### src/rtl/mc_pkg.sv
// Shared definitions for the multi-cycle MIPS-subset control sequencer:
// opcodes, ALU codes, state encodings, select codes and the control bundle.
package mc_pkg;

  localparam logic [5:0] OP_RTYPE = 6'b000000;
  localparam logic [5:0] OP_ADDIU = 6'b001001;
  localparam logic [5:0] OP_LW    = 6'b100011;
  localparam logic [5:0] OP_SW    = 6'b101011;
  localparam logic [5:0] OP_BEQ   = 6'b000100;
  localparam logic [5:0] OP_J     = 6'b000010;
  localparam logic [5:0] FN_ADDU  = 6'b100001;

  localparam logic [3:0] ALU_ADD = 4'b0010;
  localparam logic [3:0] ALU_SUB = 4'b0110;

  localparam logic [1:0] PC_SEQ = 2'b00;
  localparam logic [1:0] PC_BR  = 2'b01;
  localparam logic [1:0] PC_JMP = 2'b10;

  localparam logic [1:0] SRCB_RT   = 2'b00;
  localparam logic [1:0] SRCB_4    = 2'b01;
  localparam logic [1:0] SRCB_IMM  = 2'b10;
  localparam logic [1:0] SRCB_BOFF = 2'b11;

  typedef enum logic [3:0] {
    S_FETCH    = 4'd0,
    S_DECODE   = 4'd1,
    S_EXEC_R   = 4'd2,
    S_RWB      = 4'd3,
    S_EXEC_I   = 4'd4,
    S_IWB      = 4'd5,
    S_MEM_ADDR = 4'd6,
    S_MEM_RD   = 4'd7,
    S_MEM_WB   = 4'd8,
    S_MEM_WR   = 4'd9,
    S_BRANCH   = 4'd10,
    S_JUMP     = 4'd11,
    S_FAULT    = 4'd12
  } state_t;

  typedef enum logic [1:0] {
    FLT_NONE = 2'b00,
    FLT_ILL  = 2'b01,
    FLT_TMO  = 2'b10
  } fault_t;

  typedef struct packed {
    logic       pc_wen;
    logic [1:0] pc_src;
    logic       ir_wen;
    logic       mem_ren;
    logic       mem_wen;
    logic       addr_sel;
    logic       rf_wen;
    logic       rf_dst;
    logic       data_sel;
    logic       src_a;
    logic [1:0] src_b;
    logic [3:0] alu_ct;
    logic       retired;
  } ctl_t;

endpackage

### src/rtl/mc_ctrl_fsm_if.sv
// Memory request/ready handshake between the sequencer and the
// shared instruction/data memory.
interface mc_ctrl_fsm_if;
  logic mem_ren;
  logic mem_wen;
  logic mem_addr_sel;
  logic mem_ready;

  modport master (
    output mem_ren,
    output mem_wen,
    output mem_addr_sel,
    input  mem_ready
  );

  modport slave (
    input  mem_ren,
    input  mem_wen,
    input  mem_addr_sel,
    output mem_ready
  );
endinterface

### src/rtl/mc_wait_timer.sv
// Saturating wait counter; expired flags the count sitting at LIMIT.
// LIMIT of 0 never expires.
module mc_wait_timer #(
  parameter int unsigned LIMIT = 15,
  parameter int unsigned W     = 8
) (
  input  logic clk,
  input  logic rst,
  input  logic clr,
  input  logic inc,
  output logic expired
);

  logic [W-1:0] cnt;

  always_ff @(posedge clk or negedge rst) begin
    if (!rst) begin
      cnt <= '0;
    end else if (clr) begin
      cnt <= '0;
    end else if (inc && cnt != '1) begin
      cnt <= cnt + W'(1);
    end
  end

  assign expired = (LIMIT != 0) && (cnt == W'(LIMIT));

endmodule

### src/rtl/mc_ctrl_fsm.sv
// Multi-cycle control sequencer: addu, addiu, lw, sw, beq, j over a
// shared memory/ALU/register file, with memory stall and timeout.
module mc_ctrl_fsm
  import mc_pkg::*;
#(
  parameter int unsigned MEM_TIMEOUT = 15,
  parameter int unsigned TMO_W       = 8
) (
  input  logic       clk,
  input  logic       rst,
  input  logic [5:0] opcode,
  input  logic [5:0] funct,
  input  logic       alu_zero,
  mc_ctrl_fsm_if.master mem,
  output logic       pc_wen,
  output logic [1:0] pc_src,
  output logic       ir_wen,
  output logic       rf_wen,
  output logic       rf_dst,
  output logic       rf_data_sel,
  output logic       alu_src_a,
  output logic [1:0] alu_src_b,
  output logic [3:0] alu_ct,
  output logic       inst_retired,
  output logic [1:0] fault,
  output logic [3:0] state
);

  state_t state_q, state_d;
  fault_t fault_q, fault_d;
  logic   wait_st, tmo_hit, tmo;
  ctl_t   c;

  assign wait_st = (state_q == S_FETCH) ||
                   (state_q == S_MEM_RD) ||
                   (state_q == S_MEM_WR);

  mc_wait_timer #(
    .LIMIT (MEM_TIMEOUT),
    .W     (TMO_W)
  ) u_tmr (
    .clk     (clk),
    .rst     (rst),
    .clr     (state_d != state_q),
    .inc     (wait_st && !mem.mem_ready),
    .expired (tmo_hit)
  );

  assign tmo = tmo_hit && wait_st && !mem.mem_ready;

  always_ff @(posedge clk or negedge rst) begin
    if (!rst) begin
      state_q <= S_FETCH;
      fault_q <= FLT_NONE;
    end else begin
      state_q <= state_d;
      if (state_d == S_FAULT && state_q != S_FAULT)
        fault_q <= fault_d;
    end
  end

  always_comb begin
    state_d = state_q;
    fault_d = FLT_NONE;
    case (state_q)
      S_FETCH: begin
        if (mem.mem_ready) begin
          state_d = S_DECODE;
        end else if (tmo) begin
          state_d = S_FAULT;
          fault_d = FLT_TMO;
        end
      end
      S_DECODE: begin
        case (opcode)
          OP_RTYPE: begin
            if (funct == FN_ADDU) begin
              state_d = S_EXEC_R;
            end else begin
              state_d = S_FAULT;
              fault_d = FLT_ILL;
            end
          end
          OP_ADDIU: state_d = S_EXEC_I;
          OP_LW,
          OP_SW:    state_d = S_MEM_ADDR;
          OP_BEQ:   state_d = S_BRANCH;
          OP_J:     state_d = S_JUMP;
          default: begin
            state_d = S_FAULT;
            fault_d = FLT_ILL;
          end
        endcase
      end
      S_EXEC_R: state_d = S_RWB;
      S_RWB:    state_d = S_FETCH;
      S_EXEC_I: state_d = S_IWB;
      S_IWB:    state_d = S_FETCH;
      S_MEM_ADDR: begin
        state_d = (opcode == OP_LW) ? S_MEM_RD : S_MEM_WR;
      end
      S_MEM_RD: begin
        if (mem.mem_ready) begin
          state_d = S_MEM_WB;
        end else if (tmo) begin
          state_d = S_FAULT;
          fault_d = FLT_TMO;
        end
      end
      S_MEM_WB: state_d = S_FETCH;
      S_MEM_WR: begin
        if (mem.mem_ready) begin
          state_d = S_FETCH;
        end else if (tmo) begin
          state_d = S_FAULT;
          fault_d = FLT_TMO;
        end
      end
      S_BRANCH: state_d = S_FETCH;
      S_JUMP:   state_d = S_FETCH;
      S_FAULT:  state_d = S_FAULT;
      // unused encodings are treated as a corrupted instruction
      default: begin
        state_d = S_FAULT;
        fault_d = FLT_ILL;
      end
    endcase
  end

  always_comb begin
    c        = '0;
    c.alu_ct = ALU_ADD;
    case (state_q)
      S_FETCH: begin
        c.mem_ren = 1'b1;
        c.src_b   = SRCB_4;
        c.pc_src  = PC_SEQ;
        c.ir_wen  = mem.mem_ready;
        c.pc_wen  = mem.mem_ready;
      end
      S_DECODE: c.src_b = SRCB_BOFF;
      S_EXEC_R: c.src_a = 1'b1;
      S_RWB: begin
        c.rf_wen  = 1'b1;
        c.rf_dst  = 1'b1;
        c.retired = 1'b1;
      end
      S_EXEC_I,
      S_MEM_ADDR: begin
        c.src_a = 1'b1;
        c.src_b = SRCB_IMM;
      end
      S_IWB: begin
        c.rf_wen  = 1'b1;
        c.retired = 1'b1;
      end
      S_MEM_RD: begin
        c.mem_ren  = 1'b1;
        c.addr_sel = 1'b1;
      end
      S_MEM_WB: begin
        c.rf_wen   = 1'b1;
        c.data_sel = 1'b1;
        c.retired  = 1'b1;
      end
      S_MEM_WR: begin
        c.mem_wen  = 1'b1;
        c.addr_sel = 1'b1;
        c.retired  = mem.mem_ready;
      end
      S_BRANCH: begin
        c.src_a   = 1'b1;
        c.src_b   = SRCB_RT;
        c.alu_ct  = ALU_SUB;
        c.pc_src  = PC_BR;
        c.pc_wen  = alu_zero;
        c.retired = 1'b1;
      end
      S_JUMP: begin
        c.pc_wen  = 1'b1;
        c.pc_src  = PC_JMP;
        c.retired = 1'b1;
      end
      default: ;
    endcase
    // reset silences every output, even the FETCH defaults
    if (!rst) c = '0;
  end

  assign pc_wen           = c.pc_wen;
  assign pc_src           = c.pc_src;
  assign ir_wen           = c.ir_wen;
  assign mem.mem_ren      = c.mem_ren;
  assign mem.mem_wen      = c.mem_wen;
  assign mem.mem_addr_sel = c.addr_sel;
  assign rf_wen           = c.rf_wen;
  assign rf_dst           = c.rf_dst;
  assign rf_data_sel      = c.data_sel;
  assign alu_src_a        = c.src_a;
  assign alu_src_b        = c.src_b;
  assign alu_ct           = c.alu_ct;
  assign inst_retired     = c.retired;
  assign fault            = rst ? fault_q : FLT_NONE;
  assign state            = rst ? state_q : 4'd0;

endmodule

### src/flat_wrapper.sv
// flat-port wrapper written by rule: the top's interface ports become plain ports
module mc_ctrl_fsm_flat import mc_pkg::*;
#(
  parameter int unsigned MEM_TIMEOUT = 15,
  parameter int unsigned TMO_W       = 8
)
  (clk, rst, opcode, funct, alu_zero, pc_wen, pc_src, ir_wen, rf_wen, rf_dst, rf_data_sel, alu_src_a, alu_src_b, alu_ct, inst_retired, fault, state, mem_mem_ren, mem_mem_wen, mem_mem_addr_sel, mem_mem_ready);
  mc_ctrl_fsm_if mem_i ();
  input  logic clk;
  input  logic rst;
  input  logic [5:0] opcode;
  input  logic [5:0] funct;
  input  logic alu_zero;
  output logic pc_wen;
  output logic [1:0] pc_src;
  output logic ir_wen;
  output logic rf_wen;
  output logic rf_dst;
  output logic rf_data_sel;
  output logic alu_src_a;
  output logic [1:0] alu_src_b;
  output logic [3:0] alu_ct;
  output logic inst_retired;
  output logic [1:0] fault;
  output logic [3:0] state;
  output wire logic [$bits(mem_i.mem_ren)-1:0] mem_mem_ren;
  output wire logic [$bits(mem_i.mem_wen)-1:0] mem_mem_wen;
  output wire logic [$bits(mem_i.mem_addr_sel)-1:0] mem_mem_addr_sel;
  input wire logic [$bits(mem_i.mem_ready)-1:0] mem_mem_ready;
  assign mem_mem_ren = mem_i.mem_ren;
  assign mem_mem_wen = mem_i.mem_wen;
  assign mem_mem_addr_sel = mem_i.mem_addr_sel;
  assign mem_i.mem_ready = mem_mem_ready;
  mc_ctrl_fsm #(.MEM_TIMEOUT(MEM_TIMEOUT), .TMO_W(TMO_W)) u_core (.clk(clk), .rst(rst), .opcode(opcode), .funct(funct), .alu_zero(alu_zero), .mem(mem_i), .pc_wen(pc_wen), .pc_src(pc_src), .ir_wen(ir_wen), .rf_wen(rf_wen), .rf_dst(rf_dst), .rf_data_sel(rf_data_sel), .alu_src_a(alu_src_a), .alu_src_b(alu_src_b), .alu_ct(alu_ct), .inst_retired(inst_retired), .fault(fault), .state(state));
endmodule
### config.mk
export PLATFORM = sky130hd
export DESIGN_NAME = mc_ctrl_fsm_flat
export DESIGN_NICKNAME = d
export VERILOG_FILES = /design/src/rtl/mc_pkg.sv /design/src/rtl/mc_ctrl_fsm_if.sv /design/src/rtl/mc_wait_timer.sv /design/src/rtl/mc_ctrl_fsm.sv /design/src/flat_wrapper.sv
export SDC_FILE = /design/constraint.sdc
export NUM_CORES = 1
export LEC_CHECK = 0
export BUFFER_PORTS_ARGS = -buffer_cell sky130_fd_sc_hd__buf_2
export CORE_UTILIZATION = 29
export DETAILED_ROUTE_END_ITERATION = 8
export PLACE_DENSITY_LB_ADDON = 0.1
export SETUP_SLACK_MARGIN = 0.3
export SKIP_LAST_GASP = 1
export SLEW_MARGIN = 10
export SYNTH_ARGS = -nofsm -noshare
export SYNTH_HDL_FRONTEND = slang
export SYNTH_SLANG_ARGS = --single-unit
### constraint.sdc
create_clock -name clk -period 3.2 [get_ports clk]
set_input_delay 0.64 -clock clk [delete_from_list [all_inputs] [get_ports clk]]
set_output_delay 0.64 -clock clk [all_outputs]
set_load 0.01 [all_outputs]
==> results of run 1 <==
[through the flow]
step / utilization / hold WS [ns]
5_1_grt: 0.3618 / 0.4524
4_1_cts: 0.3618 / 0.4426
3_5_place_dp: 0.3491 / 0.4819
3_3_place_gp: 0.3491 / 0.4561
6_report: 0.3618 / 0.4322
2_1_floorplan: - / 0.3444
[kinds of logic after synthesis]
logic type,Yosys count
other cells,1
simple gates,93
fa+ha+maj,1
mux,4
compound gates,28
buf+inv,14
xor+xnor,9
flops,14
[layer usage]
layer / track usage / share of wire
met1: 0.1904 / 0.46
met2: 0.2546 / 0.48
met3: 0.03488 / 0.048
met4: 0.02494 / 0.011
met5: 0 / 0
[worst max path at each step]
stage / to / from / slack, ns
finish: pc_wen / u_core.state_q[3] / 0.64
global placement: u_core.u_tmr.cnt[4] / opcode[2] / 0.83
floorplan: pc_wen / u_core.state_q[3] / 0.94
detailed placement: u_core.u_tmr.cnt[2] / opcode[2] / 0.79
global route: pc_wen / u_core.state_q[3] / 0.47
CTS: pc_wen / u_core.state_q[3] / 0.63
[cell usage after synthesis, types with 2 or more instances]
cell,number,area [um2]
mux2i_1,4,40.04
nor3b_1,3,22.52
dfrtp_1,14,350.3
nand2_1,11,41.29
nand2b_1,8,50.05
o21ai_0,4,20.02
buf_4,4,30.03
and4_1,3,26.28
nor2b_1,4,25.02
nor3_1,17,85.08
inv_1,2,7.510
o21a_1,2,15.01
and3_1,3,18.77
a21oi_1,4,20.02
buf_2,3,15.01
clkbuf_1,4,15.01
and2_1,13,81.33
nand4_1,5,31.28
nor4_1,3,18.77
nor2_1,12,45.04
xnor2_1,2,17.52
xor2_1,7,61.31
a31oi_1,2,12.51
nand3_1,4,20.02
[power groups by stage]
| stage | sequential [mW] | clock, mW | combinational [mW] |
|---|---|---|---|
| 3_3_place_gp | 0.308 | 0 | 0.602 |
| 2_1_floorplan | 0.229 | 0 | 0.518 |
| 5_1_grt | 0.318 | 0.185 | 0.670 |
| 6_report | 0.306 | 0.171 | 0.602 |
| 4_1_cts | 0.307 | 0.176 | 0.606 |
| 3_5_place_dp | 0.309 | 0 | 0.602 |
[cell type report]
class	instances	area, um2	share of cell area
Inverter	2	7.507	0.004766
Sequential cell	14	350.3	0.2224
Clock buffer	4	55.05	0.03495
Tap cell	52	65.06	0.04130
Multi-Input combinational cell	137	897.1	0.5695
Timing Repair Buffer	39	200.2	0.1271
[state kept, by name, indices dropped and copies added, names as in the netlist]
signal	count
u_core.fault_q	2
u_core.state_q	4
u_core.u_tmr.cnt	8
[cells in the final DEF (no fill, tap or decap), types with 2 or more instances in the layout]
master and instances:
xor2_1 7, nand4_1 5, a21oi_1 4, nor3_1 17
nor4_1 3, buf_2 37, nor3b_1 3, nor2b_1 4
nand2b_1 8, and4_1 3, buf_4 2, nand2_1 11
o21ai_0 4, mux2i_1 4, o21a_1 2, conb_1 2
nor2_1 12, and3_1 3, dfrtp_1 14, a31oi_1 2
and2_1 13, clkbuf_8 4, xnor2_1 2, inv_1 2
nand3_1 4
[worst reg2reg max path: cells and delay by family (launching register included)]
family,cells,cell delay [ns]
AOI/OAI and AO/OA,1,0.43
and+or+nand+nor,4,0.88
xor gates and xnor gates,1,0.14
DFF,1,0.75
==> out/metrics.cfg, run 1 <==
[logic_synthesis]
synth-async-reset-ratio = 1.000
synthXorXnorAreaFrac = 0.05994
synth_edf_count = 0
ys_seq_elements = 14
syn_area_um2 = 1315
yosys_warnings = 0
yosysSeqAreaShare = 0.2664
synth_ff_type = dfrtp_1
synthMuxAreaShare = 0.03045
syn_area_per_cell_um2 = 8.018
synthCells = 164
synth_cell_types = 50
synth_top_family_by_area = simple AND/OR/NAND/NOR gates
synthAdderAreaFrac = 0.009515
yosys.area_share.simple = 0.3996
synth_compound_area_frac = 0.1770

[global_route]
antenna_found_initial = 0
grt_max_degree = 23
grt-ovfl-total = 0
first_global_vias = 1291
grt_usage = 0.1480
grt_pass1_wl_mm = 5.940

[critical_path]
cp-end-kind = primary output
ff2ff_path_depth = 6
rrSetupSlack_ns = 0.87
worst_path_largest_cell_delay_ns = 0.71
path_class = flip-flop to primary output
slowest_stage = dfrtp_1
crit_cells = 5
critPathMaxFanout = 19
path_buf_inv = 1
path_cells = nor2b_1 -> nand2_1 -> nor3_1 -> a211o_1 -> buf_2
critPathTopFamily = flip-flops
worstPathRequired_ns = 2.56
worstSetupStartpointType = flip-flop
reg2reg_to = u_core.u_tmr.cnt[6]
r2r_start = u_core.state_q[2]
worst-endpoint-arrival_ns = 1.92

[power]
finalPower_mw = 1.079
switching_share = 0.4790
leakage_nw = 0.7103
clkPwrFrac = 0.159
internal-power_mw = 0.5620
p_seq_frac = 0.284
switchingPower_mw = 0.5168
peakVddDrop_uv = 258.7
combPwrFrac = 0.558
p_per_area_nw_per_um2 = 684.9

[place]
io_buffers = 37
place_congestion = 0.8546
place_ws_ns = 0.7917
placed_area_um2 = 1520
place_hpwl_mm = 2.622
dp.cells = 244

[floorplanning]
io_pins = 40
fp-row-count = 24
die_h_um = 69.34
start_util = 0.3020
die-area_um2 = 4808
coreArea_um2 = 4354
die_w_um = 69.34

[sta]
setup_viol_count_final = 0
slew_headroom = 0.5755
setup_tns_ns = 0
worst_slack_ns = 0.6408
drv_slew = 0
hold_viol = 0
grt_setup_unrepaired = no
finClkSkew_ns = 0.003784
tightest_slew_ns = 0.6368
fin_crit_sh = 0.7997
post-route-min-period_ns = 2.559
max_freq_mhz = 390.7

[clock_tree]
cts_num_sinks = 14
cts-resized-gates = 0
insertion_delay_ns = 0.24
clk_pin_slew_ns = 0.06
cts_root_buf = clkbuf_8
cts_buffer_depth = 2
cts_tree = yes
cts_hold_buffers = 0
postCtsSetupBuffers = 0
numCtsBuffers = 3
cts_max_level = 1

[drt]
vias = 1330
avgRoutedWirePerCell_um = 13.73
wirelength_mm = 3.406
avgViaCountPerCell = 5.363
ant_nets = 0
drt_iter0_markers = 123
drcViolationCount = 0
drt_pre_antenna_iters = 4

[finish]
final_cells = 248
fin_area_um2 = 1575
fin_nets = 214
fillers = 458
final_layout_size_suffix_gt1_frac = 0.2449
antenna_cells = 0
area_delta_synth_final_pct = 19.79

[run_status]
outcome = completed

[job]
cap_violations = 0

[hold_path]
hold_class = primary input to asynchronous set/reset pin

Power figures use the tool's default switching activity.
==> run 2, diff against run 1 <==
clock period = 2.5 ns   (was 3.2 ns; I/O delays follow)
==> run 2 against run 1 <==
Effect of this change: via count is 2.7% higher; critical endpoint is now alu_src_b[1]; sequential share of layout area is 0.99 points lower; setup slack lost 0.23 ns; final area grew 5.8%; combinational power grew 56%; sequential power up 15%; die area unchanged; register-to-register slack got worse by 0.42 ns; sequential cell count did not move; clock-buffer cell count unchanged.
==> out/metrics.cfg, run 2 (same netlist as run 1, synthesis figures left out) <==
[run_status]
outcome = completed

[global_route]
grt_pass1_wl_mm = 6.423  ; +8.1%
antenna_found_initial = 0  ; unchanged
grt_max_degree = 25  ; +8.7%
grt-ovfl-total = 0  ; unchanged
grt_usage = 0.1633  ; +0.01528
first_global_vias = 1335  ; +3.4%

[place]
place_hpwl_mm = 2.893  ; +10%
place_congestion = 0.9224  ; +7.9%
placed_area_um2 = 1558  ; +2.5%
io_buffers = 37  ; unchanged

[floorplanning]
start_util = 0.3020  ; unchanged
die-area_um2 = 4808  ; unchanged
fp-row-count = 24  ; unchanged
die_h_um = 69.34  ; unchanged
io_pins = 40  ; unchanged
die_w_um = 69.34  ; unchanged
coreArea_um2 = 4354  ; unchanged

[critical_path]
worstPathRequired_ns = 2.00  ; -0.56 ns
crit_top_cell = nor2_1
r2r_start = u_core.u_tmr.cnt[0]
worst_path_largest_cell_delay_ns = 0.49  ; -0.22 ns
reg2reg_to = u_core.u_tmr.cnt[7]
worst-endpoint-arrival_ns = 1.59  ; -0.33 ns
critPathTopFamily = flip-flops
ff2ff_path_depth = 8  ; +2
path_class = flip-flop to primary output
path_buf_inv = 2  ; +1
worstSetupStartpointType = flip-flop
cp-end-kind = primary output
rrSetupSlack_ns = 0.45  ; -0.42 ns
path_cells = buf_4 -> nor2_1 -> mux2i_1 -> nor2_1 -> buf_2
slowest_stage = dfrtp_2
critPathMaxFanout = 12  ; -7

[clock_tree]
cts_tree = yes
cts_num_sinks = 14  ; unchanged
numCtsBuffers = 3  ; unchanged
clk_pin_slew_ns = 0.06  ; about the same
cts_root_buf = clkbuf_8
cts_hold_buffers = 0  ; unchanged
cts_buffer_depth = 2  ; unchanged
cts_max_level = 1  ; unchanged
insertion_delay_ns = 0.25  ; about the same

[finish]
final_common_cell = buf_2
area_delta_synth_final_pct = 26.74
final_core_util = 0.3828  ; +0.02098
largest_reg_flops = 8  ; unchanged
seq_area_um2 = 354.1  ; +1.1%
fin_nets = 223  ; +4.2%
fillers = 477  ; +4.1%
regMostFlops = u_core.u_tmr.cnt
multi_input_area_um2 = 900.9  ; +0.42%
reg_top3 = u_core.u_tmr.cnt x8, u_core.state_q x4, u_core.fault_q x2
fin_area_um2 = 1667  ; +5.8%
mostFrequentLayoutCells = 37 x buf_2, 17 x nor3_1, 12 x nor2_1, 12 x and2_1
final_layout_size_suffix_gt1_frac = 0.3073  ; +0.06242
antenna_cells = 0  ; unchanged

[sta]
finClkSkew_ns = 0.003453  ; -0.0003301 ns
setup_tns_ns = 0  ; unchanged
max_freq_mhz = 479.5
post-route-min-period_ns = 2.085
slew_headroom = 0.6692  ; +0.09375
setup_viol_count_final = 0  ; unchanged
tightest_slew_ns = 0.4924  ; -0.1444 ns
grt_setup_unrepaired = yes
hold_viol = 0  ; unchanged
drv_slew = 0  ; unchanged
fin_crit_sh = 0.8342

[drt]
avgViaCountPerCell = 5.315  ; -0.89%
drt_pre_antenna_iters = 4  ; unchanged
ant_nets = 0  ; unchanged
drt_iter0_markers = 61  ; -50%
avgRoutedWirePerCell_um = 14.44  ; +5.2%
vias = 1366  ; +2.7%
wirelength_mm = 3.712  ; +9.0%
drcViolationCount = 0  ; unchanged

[job]
cap_violations = 0  ; unchanged

[power]
peakVddDrop_uv = 397.0  ; +53%
p_per_area_nw_per_um2 = 907.6  ; +33%
leakage_nw = 0.7576  ; +6.7%

[hold_path]
hold_class = primary input to asynchronous set/reset pin

run 2: changes by cell type in the layout (fill, tap and decap cells not counted), sizes merged:
cell | previous run | this run
buf | 39 | 48
clkinvlp | 0 | 1
inv | 2 | 1
run 2: worst max-delay path by stage:
stage	startpoint	endpoint	slack [ns]	depth (start not counted)
after global routing	u_core.state_q[3]	pc_wen	0.30	5
after detailed placement	opcode[2]	u_core.u_tmr.cnt[3]	0.23	6
after floorplan	u_core.state_q[3]	pc_wen	0.38	6
after global placement	opcode[2]	u_core.u_tmr.cnt[3]	0.27	6
after CTS	u_core.state_q[1]	inst_retired	0.30	6
final	u_core.state_q[2]	alu_src_b[1]	0.41	5
run 2: metal layers:
metal / routed length, um / vias to the layer above / track usage
met5: 0 / - / 0
met4: 12 / 0 / 0.02041
met3: 158 / 2 / 0.03634
met2: 1908 / 33 / 0.3010
met1: 1633 / 650 / 0.1975
li1: - / 681 / -
run 2: power by group:
part	switching, mW	internal, mW
Combinational	0.529	0.409
Sequential	0.0811	0.269
Clock	0.0844	0.140
run 2: layout make-up:
type                       count  area share
sequential                    14      0.2125
multi-input combinational    137      0.5405
inverter                       2    0.006757
timing repair buffer          48      0.1682
tap                           52     0.03904
clock buffer                   4     0.03303
run 2: timing repair:
item | 4_1_cts | 5_1_grt
endpoints found under the setup margin | 2 | 13
resized for setup | 2 | 4
pin swaps | 0 | 1
setup buffers | 0 | 4
run 2: through the flow:
stage	hold slack, ns	total power, mW	instances	setup slack [ns]
after global routing	0.3271	1.637	257	0.2968
after detailed placement	0.4684	1.211	249	0.2297
after CTS	0.3053	1.439	253	0.3015
after floorplan	0.2044	0.9572	165	0.3762
final	0.2976	1.513	257	0.4146
after global placement	0.4567	1.196	249	0.2700
